## config.mk

```make
export PLATFORM = sky130hd
export DESIGN_NAME = mii_tx_frame_scheduler
export DESIGN_NICKNAME = d
export VERILOG_FILES = /design/src/rtl/mii_tx_frame_scheduler.sv
export SDC_FILE = /design/constraint.sdc
export NUM_CORES = 1
export LEC_CHECK = 0
export CELL_PAD_IN_SITES_DETAIL_PLACEMENT = 1
export CELL_PAD_IN_SITES_GLOBAL_PLACEMENT = 1
export CORE_ASPECT_RATIO = 0.8
export CORE_UTILIZATION = 36
export CTS_BUF_LIST = sky130_fd_sc_hd__clkbuf_4
export DETAILED_ROUTE_END_ITERATION = 12
export PLACE_DENSITY_LB_ADDON = 0.05
export REMOVE_ABC_BUFFERS = 1
export SYNTH_ARGS = -nofsm -noshare
export SYNTH_HDL_FRONTEND = slang
export SYNTH_SLANG_ARGS = --single-unit
```

## constraint.sdc

```tcl
create_clock -name i_clock -period 1.7 [get_ports i_clock]
set_input_delay 0.17 -clock i_clock [delete_from_list [all_inputs] [get_ports i_clock]]
set_output_delay 0.17 -clock i_clock [all_outputs]
set_load 0.05 [all_outputs]
```

## src/rtl/mii_tx_frame_scheduler.sv

```systemverilog
// ---------------------------------------------------------------------------
// mii_tx_frame_scheduler
//
// Shares one 100Base-T MII transmit port between several byte-stream frame
// sources. Whole frames are granted round-robin; each granted frame goes out
// as preamble, SFD, then its bytes split into nibbles (low nibble first).
// The minimum inter-frame gap is held between frames. If a source runs dry
// mid-frame, the frame is aborted and the rest of that frame is discarded.
// Sources deliver complete frames including FCS; nothing is added here
// except preamble and SFD.
//
// Ports
//   i_clock      MII TX clock (25 MHz); everything lives in this domain
//   i_reset_n    synchronous reset, active low
//   i_s_tdata    one byte per source, source k on [8k+7:8k]
//   i_s_tvalid   byte valid, one bit per source
//   i_s_tlast    last byte of frame, one bit per source
//   o_s_tready   byte accept, one bit per source (only the granted source)
//   o_tx_d       MII TXD nibble, registered
//   o_tx_en      MII TX_EN, registered
//   o_grant      one-hot owner of the frame in flight, registered
//   o_busy       high whenever the scheduler is not idle
//   o_underrun   one-cycle pulse when a frame is aborted
// ---------------------------------------------------------------------------
module mii_tx_frame_scheduler #(
    parameter int p_NUM_SOURCES      = 2,
    parameter int p_PREAMBLE_NIBBLES = 15,
    parameter int p_IFG_NIBBLES      = 24
) (
    input  logic                         i_clock,
    input  logic                         i_reset_n,
    input  logic [8*p_NUM_SOURCES-1:0]   i_s_tdata,
    input  logic [p_NUM_SOURCES-1:0]     i_s_tvalid,
    input  logic [p_NUM_SOURCES-1:0]     i_s_tlast,
    output logic [p_NUM_SOURCES-1:0]     o_s_tready,
    output logic [3:0]                   o_tx_d,
    output logic                         o_tx_en,
    output logic [p_NUM_SOURCES-1:0]     o_grant,
    output logic                         o_busy,
    output logic                         o_underrun
);

    localparam int PTR_W = (p_NUM_SOURCES > 1) ? $clog2(p_NUM_SOURCES) : 1;
    localparam int PRE_W = $clog2(p_PREAMBLE_NIBBLES + 1);
    localparam int IFG_W = $clog2(p_IFG_NIBBLES + 1);

    // The IDLE arbitration cycle is itself one of the low TX_EN cycles, so
    // the IFG state only has to cover the remaining p_IFG_NIBBLES-1 cycles.
    localparam logic [PRE_W-1:0] PRE_LAST = PRE_W'(p_PREAMBLE_NIBBLES - 1);
    localparam logic [IFG_W-1:0] IFG_LAST = IFG_W'(p_IFG_NIBBLES - 2);

    localparam logic [3:0] NIB_PREAMBLE = 4'h5;
    localparam logic [3:0] NIB_SFD      = 4'hD;

    typedef enum logic [2:0] {
        ST_IDLE,
        ST_PREAMBLE,
        ST_SFD,
        ST_DATA_LO,
        ST_DATA_HI,
        ST_DRAIN,
        ST_IFG
    } state_t;

    state_t                     state_q, state_d;
    logic [PTR_W-1:0]           ptr_q, ptr_d;
    logic [p_NUM_SOURCES-1:0]   grant_q, grant_d;
    logic [PRE_W-1:0]           preCnt_q, preCnt_d;
    logic [IFG_W-1:0]           ifgCnt_q, ifgCnt_d;
    logic [7:0]                 hold_q, hold_d;
    logic                       holdLast_q, holdLast_d;
    logic [3:0]                 txD_q, txD_d;
    logic                       txEn_q, txEn_d;
    logic                       underrun_q, underrun_d;

    logic [p_NUM_SOURCES-1:0]   arbGrant;
    logic [PTR_W-1:0]           arbNextPtr;
    logic [7:0]                 selData;
    logic                       selValid;
    logic                       selLast;

    // Round-robin arbiter: walk the sources starting at the pointer and
    // wrapping, and take the first one with tvalid high. The pointer for the
    // next frame is the source after the winner, again wrapping.
    always_comb begin
        logic found;
        found      = 1'b0;
        arbGrant   = '0;
        arbNextPtr = '0;
        for (int i = 0; i < p_NUM_SOURCES; i++) begin
            for (int j = 0; j < p_NUM_SOURCES; j++) begin
                if (((int'(ptr_q) + i) % p_NUM_SOURCES) == j) begin
                    if (!found && i_s_tvalid[j]) begin
                        found       = 1'b1;
                        arbGrant[j] = 1'b1;
                        arbNextPtr  = (j == p_NUM_SOURCES - 1) ? '0 : PTR_W'(j + 1);
                    end
                end
            end
        end
    end

    // Mux the granted source's stream onto a single byte/valid/last view.
    // The grant register is one-hot, so an AND-OR select is enough.
    always_comb begin
        selData = '0;
        for (int k = 0; k < p_NUM_SOURCES; k++) begin
            if (grant_q[k]) begin
                selData = i_s_tdata[8*k +: 8];
            end
        end
    end

    assign selValid = |(i_s_tvalid & grant_q);
    assign selLast  = |(i_s_tlast & grant_q);

    // Ready is offered only in the cycles where a byte is due (SFD and the
    // high-nibble cycle of a non-final byte) or while draining an aborted
    // frame, and only to the granted source.
    always_comb begin
        case (state_q)
            ST_SFD:     o_s_tready = grant_q;
            ST_DATA_HI: o_s_tready = holdLast_q ? '0 : grant_q;
            ST_DRAIN:   o_s_tready = grant_q;
            default:    o_s_tready = '0;
        endcase
    end

    assign o_busy     = (state_q != ST_IDLE);
    assign o_tx_d     = txD_q;
    assign o_tx_en    = txEn_q;
    assign o_grant    = grant_q;
    assign o_underrun = underrun_q;

    // Next-state logic. The MII pins are registered from the current state,
    // so the nibble a state produces appears on the pins one cycle after the
    // state is entered. Any cycle that does not explicitly drive TX_EN
    // leaves it low with TXD at zero.
    always_comb begin
        state_d    = state_q;
        ptr_d      = ptr_q;
        grant_d    = grant_q;
        preCnt_d   = preCnt_q;
        ifgCnt_d   = ifgCnt_q;
        hold_d     = hold_q;
        holdLast_d = holdLast_q;
        txD_d      = 4'h0;
        txEn_d     = 1'b0;
        underrun_d = 1'b0;

        case (state_q)
            ST_IDLE: begin
                if (|i_s_tvalid) begin
                    grant_d  = arbGrant;
                    ptr_d    = arbNextPtr;
                    preCnt_d = '0;
                    state_d  = ST_PREAMBLE;
                end else begin
                    grant_d = '0;
                end
            end

            ST_PREAMBLE: begin
                txD_d  = NIB_PREAMBLE;
                txEn_d = 1'b1;
                if (preCnt_q == PRE_LAST) begin
                    state_d = ST_SFD;
                end else begin
                    preCnt_d = preCnt_q + PRE_W'(1);
                end
            end

            ST_SFD: begin
                if (selValid) begin
                    txD_d      = NIB_SFD;
                    txEn_d     = 1'b1;
                    hold_d     = selData;
                    holdLast_d = selLast;
                    state_d    = ST_DATA_LO;
                end else begin
                    underrun_d = 1'b1;
                    state_d    = ST_DRAIN;
                end
            end

            ST_DATA_LO: begin
                txD_d   = hold_q[3:0];
                txEn_d  = 1'b1;
                state_d = ST_DATA_HI;
            end

            ST_DATA_HI: begin
                if (holdLast_q) begin
                    txD_d    = hold_q[7:4];
                    txEn_d   = 1'b1;
                    grant_d  = '0;
                    ifgCnt_d = '0;
                    state_d  = ST_IFG;
                end else if (selValid) begin
                    txD_d      = hold_q[7:4];
                    txEn_d     = 1'b1;
                    hold_d     = selData;
                    holdLast_d = selLast;
                    state_d    = ST_DATA_LO;
                end else begin
                    underrun_d = 1'b1;
                    state_d    = ST_DRAIN;
                end
            end

            ST_DRAIN: begin
                if (selValid && selLast) begin
                    grant_d  = '0;
                    ifgCnt_d = '0;
                    state_d  = ST_IFG;
                end
            end

            ST_IFG: begin
                if (ifgCnt_q == IFG_LAST) begin
                    state_d = ST_IDLE;
                end else begin
                    ifgCnt_d = ifgCnt_q + IFG_W'(1);
                end
            end

            default: begin
                grant_d = '0;
                state_d = ST_IDLE;
            end
        endcase
    end

    // All state and output registers. Reset drops everything to idle on the
    // sampling edge, which truncates any frame in flight immediately.
    always_ff @(posedge i_clock) begin
        if (!i_reset_n) begin
            state_q    <= ST_IDLE;
            ptr_q      <= '0;
            grant_q    <= '0;
            preCnt_q   <= '0;
            ifgCnt_q   <= '0;
            hold_q     <= '0;
            holdLast_q <= 1'b0;
            txD_q      <= 4'h0;
            txEn_q     <= 1'b0;
            underrun_q <= 1'b0;
        end else begin
            state_q    <= state_d;
            ptr_q      <= ptr_d;
            grant_q    <= grant_d;
            preCnt_q   <= preCnt_d;
            ifgCnt_q   <= ifgCnt_d;
            hold_q     <= hold_d;
            holdLast_q <= holdLast_d;
            txD_q      <= txD_d;
            txEn_q     <= txEn_d;
            underrun_q <= underrun_d;
        end
    end

endmodule

```

* After elaboration in Yosys (flattened, before gate mapping)
Index checks and enable logic that the tools add are counted.
** Cells by class
- Equal/unequal tests :: 18
- Mux-type cells :: 56
- Reduce and logical (&&, ||, !) cells :: 27
- Bitwise operators :: 4
- Add/sub/neg operators :: 3
** Operator list (count)
- $logic_not 32->1 :: 2
- $mux 8 :: 4
- $mux 1 :: 25
- $pmux 3 s7 :: 1
- $mux 4 :: 5
- $mux 3 :: 6
- $ne 2x2->1 const B :: 9
- $pmux 4 s4 :: 1
- $pmux 8 s2 :: 1
- $mux 5 :: 3
- $pmux 5 s3 :: 1
- $reduce_or 2->1 :: 5
- $eq 3x3->1 const B :: 3
- $pmux 2 s4 :: 1
- $pmux 4 s2 :: 1
- $reduce_and 2->1 :: 4
- $reduce_and 4->1 :: 2
- $eq 3x2->1 const B :: 2
- $mux 2 :: 3
- $reduce_bool 3->1 :: 2
- $add 5x1->5 const B :: 1
- $eq 5x5->1 const B :: 1
- $add 4x1->4 const B :: 1
- $and 2x2->2 :: 2
- 15 further kinds :: 22
** Word-level totals
- Register bits after elaboration :: 30
- Logic and storage cells :: 118
- Output and inout bits :: 11
- Input bits :: 22

* Longest topological paths before layout
- Depth in word-level cells :: 16
- Depth in mapped cells :: 7

* Worst setup path before layout
OpenSTA, ideal clock, no wires.
- Path type :: reg2out
- From :: register grant_q[1] (netlist: o_grant[1])
- To :: output o_s_tready[1]
- Slack :: -362 ps
- Stages on the path, launching flop included :: 4
- Path buffers :: 2
- Data arrival time :: 1892 ps
- Path through :: dfxtp_1 > buf_2 > clkbuf_1 > nor2b_1
** On the way
- Longest elaborated chain between the ends :: 2
** RTL lines
- from (decl) :: line 67 : logic [p_NUM_SOURCES-1:0] grant_q, grant_d;
- from (signal assigned) :: line 251 : grant_q <= grant_d;
- $mux 2
- $pmux 2 s2 * :: line 121 : case (state_q)
- to (decl) :: line 35 : output logic [p_NUM_SOURCES-1:0] o_s_tready,
Every way passes the cells marked *; elsewhere a longest branch is shown, timed or not.

* Final worst setup path
- From :: register state_q[2]
- To :: output o_s_tready[0]
** On the way
- Longest elaborated chain between the ends :: 3
- Elaborated cells on any way between the ends :: 5
- Those cells by class :: 3 x eq/ne; 1 x mux; 1 x reduce/logical
** RTL lines
- from (decl) :: line 65 : state_t state_q, state_d;
- from (signal assigned) :: line 249 : state_q <= state_d;
- $eq 3x3->1 / $eq 3x2->1 (equally long branches) :: line 121
- $reduce_or 2->1 (no line)
- $pmux 2 s2 * :: line 121
Marked as above.

==> impl_metrics.env <==
export IMPL_routed_wl_um=5250
export IMPL_hold_path_depth=4
export IMPL_power_static_leakage_nw=0.905
export IMPL_dieArea_sq_mm=0.00499
export IMPL_cts_max_path_buffers=2
export IMPL_critPathTopFamily="flip-flops"
export IMPL_max_slew_margin_pct=67.1
export IMPL_ys_ff_latch=30
export IMPL_cts_tree="built"
export IMPL_period_needed_ns=1.67
export IMPL_fp_row_count=21
export IMPL_drtIter0Drc=90
export IMPL_cts_clk_slew_worst_paths_ns=0.11
export IMPL_grt_overflow=0
export IMPL_async_flop_share_pct=0
export IMPL_rsz0062_at_grt="true"
export IMPL_power_switching_mw=1.14
export IMPL_cts_root_buffer_cell="clkbuf_4"
export IMPL_routabilityCongestion=0.815
export IMPL_drcViolationCount=0
export IMPL_grt_max_degree=17
export IMPL_port_buffers=32
export IMPL_antenna_found_initial=0
export IMPL_cts_buffers=5
export IMPL_hp_class="input port to flip-flop"
export IMPL_max_cap_violations=0
export IMPL_finalCritPeriodShare_pct=98.1
export IMPL_io_pins=33
export IMPL_start_kind="flip-flop"
export IMPL_ys_flop_type="dfxtp_1"
export IMPL_synth_top_area_cell="dfxtp_1"
export IMPL_drive_above_1_share_pct=28.7
export IMPL_cp_cell_sequence="clkinvlp_4 > a211oi_2 > a21oi_1 > nor2b_2 > buf_12"
export IMPL_num_vias=1705
export IMPL_dpl_hpwl_um=3990
export IMPL_yosysWarnings=0
export IMPL_synth_area_sq_mm=0.00170
export IMPL_wire_per_inst_um=17.0
export IMPL_first_pass_iters=4
export IMPL_fin_nets=276
export IMPL_die_height_um=63.4
export IMPL_cp_end_kind="primary output"
export IMPL_comb_power_share_pct=51.5
export IMPL_worst_path_stages=5
export IMPL_synth_area_leaders="dfxtp_1 35%, nor2_1 4.9%, a22oi_1 4.4%"
export IMPL_cts_sinks=30
export IMPL_tightest_slew_ns=0.488
export IMPL_htree_levels=2
export IMPL_die_w_um=78.8
export IMPL_status="complete, no violations"
export IMPL_dp_cells=296
export IMPL_power_frac_seq_pct=32.7
export IMPL_syn_instance_count=200
export IMPL_diodes=0
export IMPL_cp_required_ns=1.53
export IMPL_synth_top_area_share_pct=35.4
export IMPL_crit_buf_inv=2
export IMPL_ir_drop_v=0.000700
export IMPL_clock_skew_ns=0.0127
export IMPL_powerDensity_mw_per_mm2=1130
export IMPL_postCtsHoldBufs=0
export IMPL_fmax_mhz=600
export IMPL_finalHoldViolCount=0
export IMPL_setup_viol=0
export IMPL_slew_violations=0
export IMPL_synth_edf_count=0
export IMPL_synth_most_common_cell="dfxtp_1"
export IMPL_first_global_vias=1732
export IMPL_insertion_delay_ns=0.33
export IMPL_grt_pass1_wl_um=8530
export IMPL_syn_area_per_cell_sq_um=8.48
export IMPL_path_max_fanout=5
export IMPL_stdcell_count=308
export IMPL_seq_area_frac_synth_pct=35.4
export IMPL_vias_per_cell=5.54
export IMPL_worst_r2r_path_depth=6
export IMPL_area_delta_synth_final_pct=40.7
export IMPL_synth_common_cells="30 x dfxtp_1, 22 x nor2_1, 18 x nand2_1"
export IMPL_critPathArrivalTime_ns=1.50
export IMPL_p_clk_share_pct=15.8
export IMPL_cpPeakStageDelay_ns=0.40
export IMPL_slowest_stage="dfxtp_4"
export IMPL_grt_usage_pct=22.3
export IMPL_yosysUniqueCellTypes=46
export IMPL_swShare_pct=42.2
export IMPL_initial_utilization_pct=38.9
export IMPL_ant_nets=0
export IMPL_power_total_mw=2.70
export IMPL_coreArea_sq_mm=0.00436
export IMPL_p_int_mw=1.56
export IMPL_critPathKind="flip-flop to primary output"
## power by group through the flow
| stage | logic (mW) | clock network [mW] | registers, mW |
|---|---|---|---|
| floorplan | 0.522 | 0 | 1.04 |
| global placement | 1.25 | 0 | 0.875 |
| detailed placement | 1.30 | 0 | 0.881 |
| CTS | 1.34 | 0.436 | 0.880 |
| global route | 1.48 | 0.474 | 0.897 |
| finish | 1.39 | 0.426 | 0.884 |
## worst paths after layout
kind | end | start | slack [ns]
min reg2reg | o_tx_d[1] | hold_q[5] | 0.50
max reg2reg | preCnt_q[3] | state_q[0] | 0.06
min | o_grant[1] | i_s_tvalid[0] | 0.40
max | o_s_tready[0] | state_q[2] | 0.03
## stage by stage
step                cell area, sq um  hold slack (ns)  setup TNS [ns]  utilization (%)  setup slack (ns)
finish                          2390            0.403               0             54.7            0.0327
global route                    2390            0.450          -0.110             54.7           -0.0456
CTS                             2330            0.502               0             53.4          0.000572
detailed placement              2240            0.490           -3.40             51.5            -0.275
global placement                2240            0.485           -1.63             51.5            -0.104
floorplan                       1620            0.279           -4.11                -            -0.449
## logic make-up after synthesis
| logic type | synth area share, % |
|---|---|
| compound gates | 29.9 |
| flops | 35.4 |
| mux | 1.18 |
| xor+xnor | 1.55 |
| buf+inv | 6.27 |
| fa+ha+maj | 2.95 |
| simple gates | 22.7 |
## worst min-delay path, cell delays in order
cell            delay (ns)
dlymetal6s2s_1        0.25
a21oi_1               0.12
nand2_1               0.07
o21ai_0               0.08
## registers in the layout, summed over array words and instances (netlist names)
name        flops
preCnt_q        4
ifgCnt_q        5
o_grant         2
ptr_q           1
o_tx_en         1
o_tx_d          4
hold_q          8
holdLast_q      1
o_underrun      1
state_q         3
## repair_timing
action,CTS,global route
resized for setup,9,14
buffers inserted,1,3
pin swaps,1,2
cloned,0,0
endpoints found under the hold margin,0,0
endpoints found under the setup margin,6,11
## area by class of cell
class	instances	area, sq um
inverters	8	37.5
well taps	57	71.3
fillers	535	1970
multi-input cells	148	1020
clock buffers	5	37.5
flip-flops and latches	30	617
repair buffers	57	586
clock inverters	3	16.3
## cell usage in the layout (no fill, tap or decap), types with 4 or more instances in the layout
| cell | n |
|---|---|
| a31o_2 | 4 |
| a31oi_1 | 4 |
| a21oi_1 | 9 |
| nand3_1 | 9 |
| clkbuf_4 | 5 |
| o21ai_0 | 12 |
| inv_1 | 6 |
| a22oi_1 | 10 |
| ha_1 | 4 |
| buf_12 | 7 |
| clkdlybuf4s50_1 | 26 |
| dfxtp_1 | 23 |
| nand2_1 | 18 |
| a211oi_1 | 8 |
| buf_4 | 23 |
| dfxtp_2 | 4 |
| nor2_1 | 22 |
## metal layers
layer | vias to the layer above | global-route usage, % | share of wire (%)
li1 | 833 | - | -
met1 | 828 | 29.6 | 46
met2 | 39 | 36.8 | 49
met3 | 5 | 4.49 | 3.9
met4 | 0 | 5.32 | 0.63
met5 | - | 0 | 0
(Power assumes the default switching activity.)
